File: src/rtl/mips_multicycle_control_if.sv
// rtl/mips_multicycle_control_if.sv - control/datapath signal bundle for the multicycle MIPS controller
interface mips_multicycle_control_if;
  logic [5:0] opcode;
  logic       zero;
  logic       pc_en;
  logic       pc_write;
  logic       branch;
  logic       iord;
  logic       mem_read;
  logic       mem_write;
  logic       ir_write;
  logic       mem_to_reg;
  logic       reg_dst;
  logic       reg_write;
  logic       alu_src_a;
  logic [1:0] alu_src_b;
  logic [1:0] alu_op;
  logic [1:0] pc_src;
  logic       illegal_op;
  logic [3:0] state;

  modport master (
    input  opcode, zero,
    output pc_en, pc_write, branch, iord, mem_read, mem_write, ir_write,
           mem_to_reg, reg_dst, reg_write, alu_src_a, alu_src_b, alu_op,
           pc_src, illegal_op, state
  );

  modport slave (
    output opcode, zero,
    input  pc_en, pc_write, branch, iord, mem_read, mem_write, ir_write,
           mem_to_reg, reg_dst, reg_write, alu_src_a, alu_src_b, alu_op,
           pc_src, illegal_op, state
  );
endinterface

File: src/rtl/mips_multicycle_control.sv
// rtl/mips_multicycle_control.sv - main Moore control FSM for the multicycle MIPS datapath
module mips_multicycle_control (
  input  logic                          clk,
  input  logic                          reset,
  mips_multicycle_control_if.master     bus
);

  typedef enum logic [3:0] {
    S_FETCH  = 4'd0,
    S_DECODE = 4'd1,
    S_MEMADR = 4'd2,
    S_MEMRD  = 4'd3,
    S_MEMWB  = 4'd4,
    S_MEMWR  = 4'd5,
    S_EXEC   = 4'd6,
    S_ALUWB  = 4'd7,
    S_BRANCH = 4'd8,
    S_ADDIEX = 4'd9,
    S_ADDIWB = 4'd10,
    S_JUMP   = 4'd11
  } state_t;

  localparam logic [5:0] OP_R    = 6'b000000;
  localparam logic [5:0] OP_LW   = 6'b100011;
  localparam logic [5:0] OP_SW   = 6'b101011;
  localparam logic [5:0] OP_BEQ  = 6'b000100;
  localparam logic [5:0] OP_ADDI = 6'b001000;
  localparam logic [5:0] OP_J    = 6'b000010;

  // Plain vector register so codes 12-15 are representable and recover cleanly.
  logic [3:0] state_q;
  state_t     cur;
  state_t     nxt;

  logic       pc_write_c, branch_c, iord_c, mem_read_c, mem_write_c, ir_write_c;
  logic       mem_to_reg_c, reg_dst_c, reg_write_c, alu_src_a_c, illegal_op_c;
  logic [1:0] alu_src_b_c, alu_op_c, pc_src_c;

  assign cur = state_t'(state_q);

  // State register: reset always returns to FETCH, abandoning any instruction.
  always_ff @(posedge clk) begin
    if (reset) state_q <= S_FETCH;
    else       state_q <= nxt;
  end

  // Next-state and Moore output decode from the current state.
  always_comb begin
    nxt          = S_FETCH;
    pc_write_c   = 1'b0;
    branch_c     = 1'b0;
    iord_c       = 1'b0;
    mem_read_c   = 1'b0;
    mem_write_c  = 1'b0;
    ir_write_c   = 1'b0;
    mem_to_reg_c = 1'b0;
    reg_dst_c    = 1'b0;
    reg_write_c  = 1'b0;
    alu_src_a_c  = 1'b0;
    alu_src_b_c  = 2'b00;
    alu_op_c     = 2'b00;
    pc_src_c     = 2'b00;
    illegal_op_c = 1'b0;
    case (cur)
      S_FETCH: begin
        mem_read_c  = 1'b1;
        ir_write_c  = 1'b1;
        alu_src_b_c = 2'b01;
        pc_write_c  = 1'b1;
        nxt         = S_DECODE;
      end
      S_DECODE: begin
        alu_src_b_c = 2'b11;
        case (bus.opcode)
          OP_LW, OP_SW: nxt = S_MEMADR;
          OP_R:         nxt = S_EXEC;
          OP_BEQ:       nxt = S_BRANCH;
          OP_ADDI:      nxt = S_ADDIEX;
          OP_J:         nxt = S_JUMP;
          default: begin
            nxt          = S_FETCH;
            illegal_op_c = 1'b1;
          end
        endcase
      end
      S_MEMADR: begin
        alu_src_a_c = 1'b1;
        alu_src_b_c = 2'b10;
        nxt         = (bus.opcode == OP_SW) ? S_MEMWR : S_MEMRD;
      end
      S_MEMRD: begin
        mem_read_c = 1'b1;
        iord_c     = 1'b1;
        nxt        = S_MEMWB;
      end
      S_MEMWB: begin
        reg_write_c  = 1'b1;
        mem_to_reg_c = 1'b1;
      end
      S_MEMWR: begin
        mem_write_c = 1'b1;
        iord_c      = 1'b1;
      end
      S_EXEC: begin
        alu_src_a_c = 1'b1;
        alu_op_c    = 2'b10;
        nxt         = S_ALUWB;
      end
      S_ALUWB: begin
        reg_write_c = 1'b1;
        reg_dst_c   = 1'b1;
      end
      S_BRANCH: begin
        alu_src_a_c = 1'b1;
        alu_op_c    = 2'b01;
        branch_c    = 1'b1;
        pc_src_c    = 2'b01;
      end
      S_ADDIEX: begin
        alu_src_a_c = 1'b1;
        alu_src_b_c = 2'b10;
        nxt         = S_ADDIWB;
      end
      S_ADDIWB: begin
        reg_write_c = 1'b1;
      end
      S_JUMP: begin
        pc_write_c = 1'b1;
        pc_src_c   = 2'b10;
      end
      default: nxt = S_FETCH;
    endcase
  end

  // Reset masks every strobe so no write leaks out while the FSM is being cleared.
  assign bus.pc_write   = ~reset & pc_write_c;
  assign bus.branch     = ~reset & branch_c;
  assign bus.iord       = ~reset & iord_c;
  assign bus.mem_read   = ~reset & mem_read_c;
  assign bus.mem_write  = ~reset & mem_write_c;
  assign bus.ir_write   = ~reset & ir_write_c;
  assign bus.mem_to_reg = ~reset & mem_to_reg_c;
  assign bus.reg_dst    = ~reset & reg_dst_c;
  assign bus.reg_write  = ~reset & reg_write_c;
  assign bus.alu_src_a  = ~reset & alu_src_a_c;
  assign bus.illegal_op = ~reset & illegal_op_c;
  assign bus.alu_src_b  = reset ? 2'b00 : alu_src_b_c;
  assign bus.alu_op     = reset ? 2'b00 : alu_op_c;
  assign bus.pc_src     = reset ? 2'b00 : pc_src_c;
  assign bus.pc_en      = ~reset & (pc_write_c | (branch_c & bus.zero));
  assign bus.state      = state_q;

endmodule

File: src/flat_wrapper.sv
// flat-port wrapper written by rule: the top's interface ports become plain ports
module mips_multicycle_control_flat 
  (clk, reset, bus_opcode, bus_zero, bus_pc_en, bus_pc_write, bus_branch, bus_iord, bus_mem_read, bus_mem_write, bus_ir_write, bus_mem_to_reg, bus_reg_dst, bus_reg_write, bus_alu_src_a, bus_alu_src_b, bus_alu_op, bus_pc_src, bus_illegal_op, bus_state);
  mips_multicycle_control_if bus_i ();
  input  logic clk;
  input  logic reset;
  input wire logic [$bits(bus_i.opcode)-1:0] bus_opcode;
  input wire logic [$bits(bus_i.zero)-1:0] bus_zero;
  output wire logic [$bits(bus_i.pc_en)-1:0] bus_pc_en;
  output wire logic [$bits(bus_i.pc_write)-1:0] bus_pc_write;
  output wire logic [$bits(bus_i.branch)-1:0] bus_branch;
  output wire logic [$bits(bus_i.iord)-1:0] bus_iord;
  output wire logic [$bits(bus_i.mem_read)-1:0] bus_mem_read;
  output wire logic [$bits(bus_i.mem_write)-1:0] bus_mem_write;
  output wire logic [$bits(bus_i.ir_write)-1:0] bus_ir_write;
  output wire logic [$bits(bus_i.mem_to_reg)-1:0] bus_mem_to_reg;
  output wire logic [$bits(bus_i.reg_dst)-1:0] bus_reg_dst;
  output wire logic [$bits(bus_i.reg_write)-1:0] bus_reg_write;
  output wire logic [$bits(bus_i.alu_src_a)-1:0] bus_alu_src_a;
  output wire logic [$bits(bus_i.alu_src_b)-1:0] bus_alu_src_b;
  output wire logic [$bits(bus_i.alu_op)-1:0] bus_alu_op;
  output wire logic [$bits(bus_i.pc_src)-1:0] bus_pc_src;
  output wire logic [$bits(bus_i.illegal_op)-1:0] bus_illegal_op;
  output wire logic [$bits(bus_i.state)-1:0] bus_state;
  assign bus_i.opcode = bus_opcode;
  assign bus_i.zero = bus_zero;
  assign bus_pc_en = bus_i.pc_en;
  assign bus_pc_write = bus_i.pc_write;
  assign bus_branch = bus_i.branch;
  assign bus_iord = bus_i.iord;
  assign bus_mem_read = bus_i.mem_read;
  assign bus_mem_write = bus_i.mem_write;
  assign bus_ir_write = bus_i.ir_write;
  assign bus_mem_to_reg = bus_i.mem_to_reg;
  assign bus_reg_dst = bus_i.reg_dst;
  assign bus_reg_write = bus_i.reg_write;
  assign bus_alu_src_a = bus_i.alu_src_a;
  assign bus_alu_src_b = bus_i.alu_src_b;
  assign bus_alu_op = bus_i.alu_op;
  assign bus_pc_src = bus_i.pc_src;
  assign bus_illegal_op = bus_i.illegal_op;
  assign bus_state = bus_i.state;
  mips_multicycle_control u_core (.clk(clk), .reset(reset), .bus(bus_i));
endmodule
File: config.mk
export PLATFORM = sky130hd
export DESIGN_NAME = mips_multicycle_control_flat
export DESIGN_NICKNAME = d
export VERILOG_FILES = /design/src/rtl/mips_multicycle_control_if.sv /design/src/rtl/mips_multicycle_control.sv /design/src/flat_wrapper.sv
export SDC_FILE = /design/constraint.sdc
export NUM_CORES = 1
export LEC_CHECK = 0
export CORE_MARGIN = 3
export CORE_UTILIZATION = 38
export DETAILED_ROUTE_END_ITERATION = 16
export PLACE_DENSITY = 0.88
export SLEW_MARGIN = 20
export SYNTH_ARGS = -nofsm -noshare
export SYNTH_HDL_FRONTEND = slang
export SYNTH_SLANG_ARGS = --single-unit
File: constraint.sdc
create_clock -name clk -period 3 [get_ports clk]
set_clock_uncertainty 0.2 [all_clocks]
set_input_delay 0.45 -clock clk [delete_from_list [all_inputs] [get_ports clk]]
set_output_delay 0.45 -clock clk [all_outputs]
set_load 0.03 [all_outputs]
# Word level (Yosys, flattened, before mapping)
# Index checks and enable logic that the tools add are counted.
# classes
n_eq_ne	16
n_mux	21
bitwise_logic	15
reduce_logical	10
# ops
cell	count
$pmux 4 s6	1
$pmux 4 s5	1
$eq 4x3->1 const B	4
$eq 4x4->1 const B	4
$and 1x1->1	13
$eq 6x6->1 const B	2
$mux 1	12
$reduce_or 2->1	5
$eq 4x2->1 const B	2
$pmux 2 s2	2
$eq 6x2->1 const B	1
$eq 6x3->1 const B	1
$eq 6x4->1 const B	1
$logic_not 6->1	1
$mux 2	3
$pmux 2 s3	1
$reduce_or 6->1	1
$eq 4x1->1 const B	1
$logic_not 4->1	1
$reduce_or 4->1	1
$mux 3	1
$reduce_or 3->1	1
$not 1->1	1
$or 1x1->1	1
# totals
out_inout_bits	22
in_bits	9
word_cells	63
regBits	4

# Logic depth before layout (Yosys ltp)
# Gate-level depths: netlist (run 1).
# depth
ltp_word	5
ltp_mapped	5
mapped_depth_nobuf	4

# Worst setup path before layout (run 1)
# Ideal clock, no wire load.
# synth_path
kind	reg-to-output
from	register u_core.state_q[0] (netlist: u_core.bus.state[0])
to	output port bus_iord
path_stages_with_launch	3
arrival_ns	1.937
n_path_buf	1
t_required_ns	2.350
setup_slack_ns	0.413
path_cell_list	dfxtp_1 -> clkbuf_1 -> nor4b_1
# synth_between
elab_chain_cells	4
elab_cells_between_ends	5
classes_between	eq/ne (2); mux (1); bitwise (1); reduce/logical (1)
# synth_lines
item	line	rtl
from (decl)	mips_multicycle_control.sv:31	logic [3:0] state_q;
from (signal assigned)	mips_multicycle_control.sv:44	else state_q <= nxt;
$eq 4x2->1 or $eq 4x3->1 (tied branches)	mips_multicycle_control.sv:64	case (cur)
$reduce_or 2->1 (no line) (*)	n/a	
$mux 1 (*)	mips_multicycle_control.sv:64	
$and 1x1->1 (*)	mips_multicycle_control.sv:138	assign bus.iord = ~reset & iord_c;
to (decl)	flat_wrapper.sv:12	output wire logic [$bits(bus_i.iord)-1:0] bus_iord;
# Mark *: on every way between the ends. The rest lies on a longest branch, timed or not.

# Worst setup path in the final report (run 1)
# layout_path
from	input port reset
to	output port bus_ir_write
# layout_between
elab_chain_cells	2
# layout_lines
item	line	rtl
from (decl)	flat_wrapper.sv:6	input logic reset;
$not 1->1	mips_multicycle_control.sv:141	assign bus.ir_write = ~reset & ir_write_c;
$and 1x1->1	mips_multicycle_control.sv:141	
to (decl)	flat_wrapper.sv:15	output wire logic [$bits(bus_i.ir_write)-1:0] bus_ir_write;
# No other way between the ends.

==> metrics.yaml, run 1 <==
worstSetupPathType: "primary input to primary output"
cpMostUsedCell: "clkdlybuf4s50_1"
grt_pass1_vias: 622
clock_path_buffers: 2
clkTransAtPathRegs_ps: 30
ys_types: 32
wl_mm: 1.63
die_area_sq_um: 1770
yosysMostFrequentCell: "nor2_1"
drive_above_1_share: 0.154
irDropWorstVdd_mv: 0.235
postRouteAntennaNets: 0
grt_first_pass_wirelength_mm: 2.84
cts_tree: "yes"
slew_violations: 0
htree_levels: 1
cts_num_sinks: 4
slowest_stage: "clkdlybuf4s50_1"
crit_chain: "clkdlybuf4s50_1, or3_1, nor3_1, clkdlybuf4s50_1"
fillers: 106
drt_first_pass_iters: 4
hpwl_mm: 1.32
cpLargestDelayFamily: "buffers and inverters"
grtUsageMet1: 0.265
status: "finished, final reports clean"
yosys_warnings: 0
cp-start-kind: "primary input"
antenna_found_initial: 0
place.port_buffers: 30
whs_ps: 323
pwr-share-seq: 0.288
fmax_mhz: 357
synth_top_area_frac: 0.162
worst_slew_pin_slew_ps: 507
die_w_um: 42.1
clock_power_share: 0.313
min_period_over_period: 0.935
post-route-drc-count: 0
num_io_pins: 31
grt_overflow: 0
place_congestion: 0.886
syn-mean-instance-area_sq_um: 6.86
coreArea_sq_um: 1160
max_slew_margin: 0.662
numCtsBuffers: 3
cp_num_buf_inv: 2
clock_latency_ps: 240
synth_seq_area_share: 0.162
floorplan.rows: 12
grt_usage: 0.201
ys_ff_latch: 4
p_per_area_nw_per_um2: 255
setup_slack_ps: 196
cts_hold_buf: 0
stdcell_area_sq_um: 835
worstPathRequired_ps: 2350
power_switching_mw: 0.0740
arrival_ps: 2150
grt_setup_unrepaired: "no"
syn2layout_area_growth_pct: 68.9
vias: 652
syn-num-nets: 81
busiest_layer: "met2"
n_antenna_cell: 0
cts_resized: 0
largest_register_ffs: 4
tns_ps: 0
cp-end-kind: "primary output"
place_ws_ps: 208
gr-usage-met3: 0.0687
synth.area.top_cells: "dfxtp_1 16%, nor3_1 7.1%, nor2_1 6.8%, nor2b_1 5.1%, a211oi_1 4.6%"
p_leak_nw: 0.315
p_int_mw: 0.138
finalHoldViolCount: 0
grt_max_degree: 17
drv_cap: 0
post-cts-setup-buffers: 0
cts_root_buf: "clkbuf_4"
slowest_delay_ps: 710
gr-usage-met2: 0.309
synthCells: 72
drt_iter0_markers: 7
yosys.area.top_type: "dfxtp_1"
switching_share: 0.348
post_synth_instance_area_sq_um: 494
synth_common_cells: "9 x nor2_1, 7 x nor3_1, 5 x nand2_1"
power_frac_comb: 0.399
cp_max_fo: 4
final_nets: 115
via_per_inst: 5.53
post_dp_cell_area_sq_um: 812
layout_min_cycle_time_ps: 2800
synth_top_flop_cell: "dfxtp_1"
start_util: 0.427
wire_per_inst_um: 13.8
die_y_um: 42.1
min_path_type: "register to register"
setup_viol_count_final: 0
synth_edf_count: 0
async_reset_ff_frac: 0
[worst paths after layout]
path	start	end	slack [ps]	cells past startpoint
min	u_core.bus.state[1]	u_core.bus.state[0]	320	2
max	reset	bus_ir_write	200	4
min reg2reg	u_core.bus.state[1]	u_core.bus.state[0]	320	2
max reg2reg	u_core.bus.state[0]	u_core.bus.state[0]	1040	4
[power by group through the flow]
stage	Clock [mW]	Sequential (mW)	Combinational [mW]
global route	0.0754	0.0620	0.0911
global placement	0	0.0618	0.0835
finish	0.0666	0.0612	0.0847
detailed placement	0	0.0620	0.0847
floorplan	0	0.0618	0.0464
CTS	0.0697	0.0614	0.0849
[layer usage]
layer  part of all wire  vias to the layer above  wire length (um)
met5                  0                        -                 0
met4              0.012                        0                19
met3              0.031                        2                50
met2               0.49                        9               805
met1               0.46                      304               755
li1                   -                      337                 -
[cell families after synthesis]
family	share of synthesized area
DFF	0.162
xor gates and xnor gates	0.0532
AOI/OAI and AO/OA	0.246
and+or+nand+nor	0.441
buffers and inverters	0.0759
muxes	0.0228
[tightest hold or removal path: stages (launching register included)]
cell,delay [ps]
dfxtp_1,310
inv_2,90
a2111oi_2,70
[final cells by class]
type | count | area (sq um) | area share
clock buffer | 3 | 22.5 | 0.0270
timing repair buffer | 35 | 330 | 0.396
tap | 14 | 17.5 | 0.0210
sequential | 4 | 80.1 | 0.0960
inverter | 2 | 7.51 | 0.00900
multi-input combinational | 60 | 377 | 0.451
[cell usage in the layout (no fill, tap or decap), types with 2 or more instances in the layout]
cell              n
a21oi_1           3
nor2_1            9
nor4_1            2
nand2_1           5
nor3_1            7
nor2b_1           4
dfxtp_1           4
clkbuf_4          3
nand2b_1          2
nand3_1           2
or3_1             3
a211oi_1          3
nor4b_1           2
clkdlybuf4s50_1  27
buf_4             8
a21o_1            3
xnor2_1           2
[through the flow]
step | std cells | power (mW) | utilization
global route | 118 | 0.229 | 0.722
finish | 118 | 0.212 | 0.722
global placement | 115 | 0.145 | 0.702
floorplan | 72 | 0.108 | -
detailed placement | 115 | 0.147 | 0.702
CTS | 118 | 0.216 | 0.722
Note: power is estimated with default switching activity, not from simulation.
==> run 2: changes to the inputs <==
--- a/config.mk
+++ b/config.mk
@@ -8,6 +8,7 @@
 export CORE_MARGIN = 3
 export CORE_UTILIZATION = 38
 export DETAILED_ROUTE_END_ITERATION = 16
+export GPL_TIMING_DRIVEN = 0
 export PLACE_DENSITY = 0.88
 export SLEW_MARGIN = 20
 export SYNTH_ARGS = -nofsm -noshare
==> run 2 against run 1 <==
Clock power hardly changed; global-route usage is 0.47 points higher; sequential share of layout area barely moved; final cell count grew 0.85%.
==> metrics.yaml, run 2 (synthesis gave the netlist of run 1 again) <==
post-cts-setup-buffers: 0  # unchanged
numCtsBuffers: 3  # unchanged
cp-start-kind: "primary input"
layout_min_cycle_time_ps: 2920  # +117 ps
r2r-start: "u_core.bus.state[1]"
cts_num_sinks: 4  # unchanged
p_per_area_nw_per_um2: 254  # -0.12%
antenna_found_initial: 0  # unchanged
rr_worst_depth: 4  # unchanged
num_io_pins: 31  # unchanged
die_area_sq_um: 1770  # unchanged
irDropWorstVdd_mv: 0.191  # -19%
coreArea_sq_um: 1160  # unchanged
grt_max_degree: 11  # -6
place_congestion: 0.811  # -8.5%
cts_root_buf: "clkbuf_4"
die_w_um: 42.1  # unchanged
dp_cells: 116  # +0.87%
cpMostUsedCell: "clkdlybuf4s50_1"
power_frac_comb: 0.415  # +0.016
grt_first_pass_wirelength_mm: 2.84  # unchanged
grt_overflow: 0  # unchanged
power_switching_mw: 0.0746  # +0.79%
vias: 663  # +1.7%
pwr-share-seq: 0.273  # -0.015
final_nets: 116  # +0.87%
grt_usage: 0.206  # +0.00473
cp_max_fo: 4  # unchanged
fmax_mhz: 342  # -4.0%
r2r_slack_ps: 1330  # +290 ps
drt_first_pass_iters: 4  # unchanged
post-route-drc-count: 0  # unchanged
drt_iter0_markers: 8  # +1
htree_levels: 1  # unchanged
worst_slew_pin_slew_ps: 569  # +62.0 ps
holdPathEnd: "u_core.bus.state[0]"
clock_path_buffers: 2  # unchanged
holdPathStages: 2  # unchanged
clock_latency_ps: 240  # about the same
finalHoldViolCount: 0  # unchanged
largest_register_ffs: 4  # unchanged
layout_commonest_cell: "clkdlybuf4s50_1"
min_period_over_period: 0.973  # +0.0389
clkTransAtPathRegs_ps: 30  # about the same
hpwl_mm: 1.33  # +0.72%
slowest_stage: "clkdlybuf4s50_1"
whs_ps: 387  # +63.3 ps
p_int_mw: 0.139  # about the same
floorplan.rows: 12  # unchanged
drv_cap: 0  # unchanged
place.port_buffers: 30  # unchanged
clock_power_share: 0.312  # about the same
final_cell_mix: "28 x clkdlybuf4s50_1, 9 x nor2_1, 7 x nor3_1"
worstPathRequired_ps: 2350  # about the same
max_slew_margin: 0.616  # -0.0462
via_per_inst: 5.57  # +0.83%
cp-end-kind: "primary output"
syn2layout_area_growth_pct: 69.6
worstSetupPathType: "primary input to primary output"
slew_violations: 0  # unchanged
min_path_type: "register to register"
postRouteAntennaNets: 0  # unchanged
tns_ps: 0  # unchanged
p_leak_nw: 0.331  # +5.1%
arrival_ps: 2270  # +120 ps
crit_chain: "clkdlybuf4s50_1, or3_1, nor3_1, or2_2, clkdlybuf4s50_1"
stdcell_count: 119  # +0.85%
start_util: 0.427  # unchanged
die_y_um: 42.1  # unchanged
switching_share: 0.350  # +0.00161
utilization: 0.725  # +0.00325
grt_setup_unrepaired: "no"
wire_per_inst_um: 14.1  # +2.2%
cts_tree: "yes"
setup_viol_count_final: 0  # unchanged
rr_endpoint: "u_core.bus.state[0]"
n_antenna_cell: 0  # unchanged
status: "finished, final reports clean"
cts_hold_buf: 0  # unchanged
hp-start: "u_core.bus.state[1]"
grt_pass1_vias: 643  # +3.4%
slowest_delay_ps: 660  # -50 ps
drive_above_1_share: 0.124  # -0.0300
wl_mm: 1.68  # +3.1%
run 2: cell types whose count changed in the layout (fill, tap and decap cells not counted), sizes merged:
cell / delta
dlygate4sd2: +1
clkdlybuf4s50: +1
dlymetal6s2s: +1
buf: -4
clkbuf: +2
run 2: layout make-up:
cell class / count / area, sq um
multi-input combinational: 60 / 379
inverter: 2 / 7.51
fill: 102 / 318
buffer: 6 / 30.0
clock buffer: 3 / 22.5
sequential: 4 / 80.1
timing repair buffer: 30 / 302
tap: 14 / 17.5
run 2: critical path: cells and delay by family:
| family | cells | cell delay [ps] |
|---|---|---|
| AND/OR/NAND/NOR | 3 | 740 |
| buffers and inverters | 2 | 1090 |
run 2: what timing repair did:
item,4_1_cts,5_1_grt
setup endpoints to repair,1,2
gates resized for setup,1,2
endpoints found under the hold margin,0,0
run 2: worst max path at each step:
stage,start,end,slack [ps],depth (start not counted)
final,reset,bus_pc_write,80,5
after global routing,u_core.bus.state[2],bus_alu_op[1],7,5
after CTS,reset,bus_pc_write,70,5
after detailed placement,reset,bus_illegal_op,-120,5
after global placement,reset,bus_illegal_op,-120,5
after floorplan,u_core.bus.state[0],bus_iord,410,2
run 2: through the flow:
step                worst slack, ps  cell area, sq um  power, mW
detailed placement             -119               812      0.148
floorplan                       413               494      0.108
global route                   6.52               838      0.231
global placement               -122               812      0.146
finish                         79.9               838      0.213
CTS                            69.2               833      0.218
run 2: layer usage:
metal  global-route usage  vias to the layer above  part of all wire
li1                     -                      334                 -
met1                0.254                      309              0.42
met2                0.336                       18              0.52
met3               0.0343                        2             0.043
met4                0.112                        0             0.015
met5                    0                        -                 0
run 2: power by group through the flow:
stage / registers, mW / clock network, mW / logic (mW)
final: 0.0583 / 0.0665 / 0.0884
after detailed placement: 0.0589 / 0 / 0.0890
after CTS: 0.0581 / 0.0712 / 0.0885
after global placement: 0.0591 / 0 / 0.0871
after floorplan: 0.0618 / 0 / 0.0464
after global routing: 0.0584 / 0.0781 / 0.0941
==> run 3: changes to the inputs <==
--- a/config.mk
+++ b/config.mk
@@ -5,11 +5,12 @@
 export SDC_FILE = /design/constraint.sdc
 export NUM_CORES = 1
 export LEC_CHECK = 0
+export ABC_AREA = 1
 export CORE_MARGIN = 3
-export CORE_UTILIZATION = 38
+export CORE_UTILIZATION = 37
 export DETAILED_ROUTE_END_ITERATION = 16
 export GPL_TIMING_DRIVEN = 0
-export PLACE_DENSITY = 0.88
+export PLACE_DENSITY = 0.87
 export SLEW_MARGIN = 20
 export SYNTH_ARGS = -nofsm -noshare
 export SYNTH_HDL_FRONTEND = slang
==> run 3 against run 2 <==
Final cell count increased by 18%; non-clock buffer count fell by 4; final area fell by 1.6%; combinational power fell by 4.1%; sequential cell count unchanged; synthesized cell count is 31% higher; worst setup slack better by 12 ps; sequential power down 2%; global-route usage is 3.2 points lower; critical path type unchanged; critical path depth grew 2; routed wire length down 7.6%.
==> metrics.yaml, run 3 <==
r2r_slack_ps: 1620  # +290 ps
synth_edf_count: 0  # unchanged
fmax_mhz: 344  # +0.41%
p_per_area_nw_per_um2: 248  # -2.4%
cp-start-kind: "primary input"
synthCells: 94  # +31%
postRouteAntennaNets: 0  # unchanged
tns_ps: 0  # unchanged
clkTransAtPathRegs_ps: 30  # about the same
floorplan.rows: 12  # unchanged
yosys.area_share.simple: 0.574  # +0.133
grt_setup_unrepaired: "no"
syn-mean-instance-area_sq_um: 5.15  # -25%
worstPathRequired_ps: 2350  # about the same
numCtsBuffers: 3  # unchanged
clock_path_buffers: 2  # unchanged
cp_num_buf_inv: 3  # +1
min_path_type: "register to register"
syn2layout_area_growth_pct: 70.3
grt_first_pass_wirelength_mm: 2.52  # -11%
synth_xor_area_frac: 0  # -0.0532
synth_seq_area_share: 0.165  # +0.00335
crit_chain: "clkdlybuf4s50_1, inv_1, nand3_1, nor2_1, nor2_1, o21ai_1, clkdlybuf4s50_1"
drv_cap: 0  # unchanged
layout_commonest_cell: "clkdlybuf4s50_1"
synth.area.top_cells: "nor2_1 22%, dfxtp_1 17%, nand2_1 12%, nand3_1 9.3%, inv_1 7.8%"
worst_slew_pin_slew_ps: 417  # -151 ps
async_reset_ff_frac: 0  # unchanged
vias: 708  # +6.8%
wl_met3_um: 73  # +1.4%
cts_num_sinks: 4  # unchanged
cts_resized: 0  # -1
ys_ff_latch: 4  # unchanged
yosysMostFrequentCell: "nor2_1"
status: "finished, final reports clean"
n_antenna_cell: 0  # unchanged
grt_overflow: 0  # unchanged
final_nets: 138  # +19%
slowest_delay_ps: 680  # +20 ps
post-route-drc-count: 0  # unchanged
layout_min_cycle_time_ps: 2910  # -11.9 ps
die_w_um: 42.2  # +0.26%
cp_max_fo: 4  # unchanged
rr_endpoint: "u_core.bus.state[1]"
slowest_stage: "clkdlybuf4s50_1"
htree_levels: 1  # unchanged
post-cts-setup-buffers: 0  # unchanged
holdPathStages: 3  # +1
grt_usage: 0.173  # -0.0323
yosys.area.top_type: "nor2_1"
synthAdderAreaFrac: 0  # unchanged
worstSetupPathType: "primary input to primary output"
syn-num-nets: 103  # +27%
place.port_buffers: 30  # unchanged
p_leak_nw: 0.344  # +4.1%
top_layer: "met3"
wl_mm: 1.55  # -7.6%
cpLargestDelayFamily: "buffers and inverters"
rr_worst_depth: 7  # +3
antenna_found_initial: 0  # unchanged
wire_per_inst_um: 11.0  # -22%
coreArea_sq_um: 1170  # +1.3%
min_period_over_period: 0.969  # -0.00396
start_util: 0.413  # -0.0140
total_power_mw: 0.205  # -4.0%
cp-end-kind: "primary output"
holdPathEnd: "u_core.bus.state[0]"
hpwl_mm: 1.36  # +2.3%
synth_top_area_frac: 0.217  # +0.0550
largest_register_ffs: 4  # unchanged
die_y_um: 42.2  # +0.26%
final_cell_mix: "30 x clkdlybuf4s50_1, 28 x nor2_1, 15 x nand2_1"
synth_mux_area_frac: 0  # -0.0228
setup_viol_count_final: 0  # unchanged
grt_pass1_vias: 601  # -6.5%
synth_top_flop_cell: "dfxtp_1"
via_per_inst: 5.02  # -9.9%
synth_compound_area_frac: 0.121  # -0.124
slew_violations: 0  # unchanged
drt-met1-wl_um: 652  # -7.4%
place_congestion: 0.821  # +1.2%
die_area_sq_um: 1780  # +0.52%
max_slew_margin: 0.722  # +0.106
synth_top_family_by_area: "simple AND/OR/NAND/NOR gates"
num_io_pins: 31  # unchanged
synth_common_cells: "28 x nor2_1, 15 x nand2_1, 10 x inv_1"
cts_tree: "yes"
dr_wl_met2_um: 827  # -5.7%
drt_iter0_markers: 22  # +14
ys_types: 18  # -44%
cts_hold_buf: 0  # unchanged
r2r-start: "u_core.bus.state[3]"
hp-start: "u_core.bus.state[0]"
yosys_warnings: 0  # unchanged
finalHoldViolCount: 0  # unchanged
drt_first_pass_iters: 4  # unchanged
clock_latency_ps: 230  # about the same
grt_max_degree: 11  # unchanged
irDropWorstVdd_mv: 0.206  # +8.0%
post_synth_instance_area_sq_um: 484  # -2.0%
cts_root_buf: "clkbuf_4"
drive_above_1_share: 0.134  # +0.0100
arrival_ps: 2260  # about the same
## run 3: cell types whose count changed after synthesis, sizes merged, moves of 3 or more
cell    before  now
a21o         3    0
nand2        5   17
buf          4    1
nand3        2    9
a211oi       3    0
nor2b        4    0
nor3         7    3
nor2         9   33
inv          2   15
or3          4    0
## run 3: area by class of cell
type / instances / area (sq um)
Fill cell: 107 / 347
Multi-Input combinational cell: 73 / 337
Timing Repair Buffer: 30 / 300
Sequential cell: 4 / 80.1
Inverter: 15 / 56.3
Clock buffer: 3 / 22.5
Tap cell: 14 / 17.5
Buffer: 2 / 11.3
## run 3: logic make-up after synthesis
kind of cell / after synthesis
AND/OR/NAND/NOR: 63
AO/OA/AOI/OAI: 10
buffers and inverters: 17
flip-flops: 4
## run 3: metrics by stage
step                setup WS [ps]  utilization  cells  hold slack, ps  instance area (sq um)
finish                       91.7        0.704    141             436                    825
global route                 19.3        0.704    141             522                    825
CTS                           115        0.704    141             440                    825
detailed placement            102        0.685    138             433                    802
global placement              167        0.685    138             436                    802
floorplan                     701            -     94             428                    484
## run 3: how the worst max path moves through the flow
stage                   startpoint            end  slack, ps  depth (start not counted)
4_1_cts                      reset  bus_reg_write        120                          7
3_3_place_gp                 reset  bus_reg_write        170                          7
5_1_grt                      reset  bus_reg_write         20                          7
6_report                     reset  bus_reg_write         90                          7
3_5_place_dp                 reset  bus_reg_write        100                          7
2_1_floorplan  u_core.bus.state[2]  bus_reg_write        700                          4
## run 3: where the power goes
group          switching (mW)  leakage (nW)  internal, mW  total [mW]
Clock                  0.0181        0.0138        0.0445      0.0625
Sequential            0.00221        0.0326        0.0552      0.0574
Combinational          0.0498         0.298        0.0350      0.0848
## run 3: layer usage
layer  global-route usage  vias up
met2                0.295       23
met1                0.231      323
met5                    0        -
met3                    0        0
li1                     -      362
met4               0.0683        0
## run 3: tightest hold or removal path, stage by stage (launching register included)
cell,delay (ps)
dfxtp_1,330
inv_2,80
a21oi_1,60
a21oi_1,120
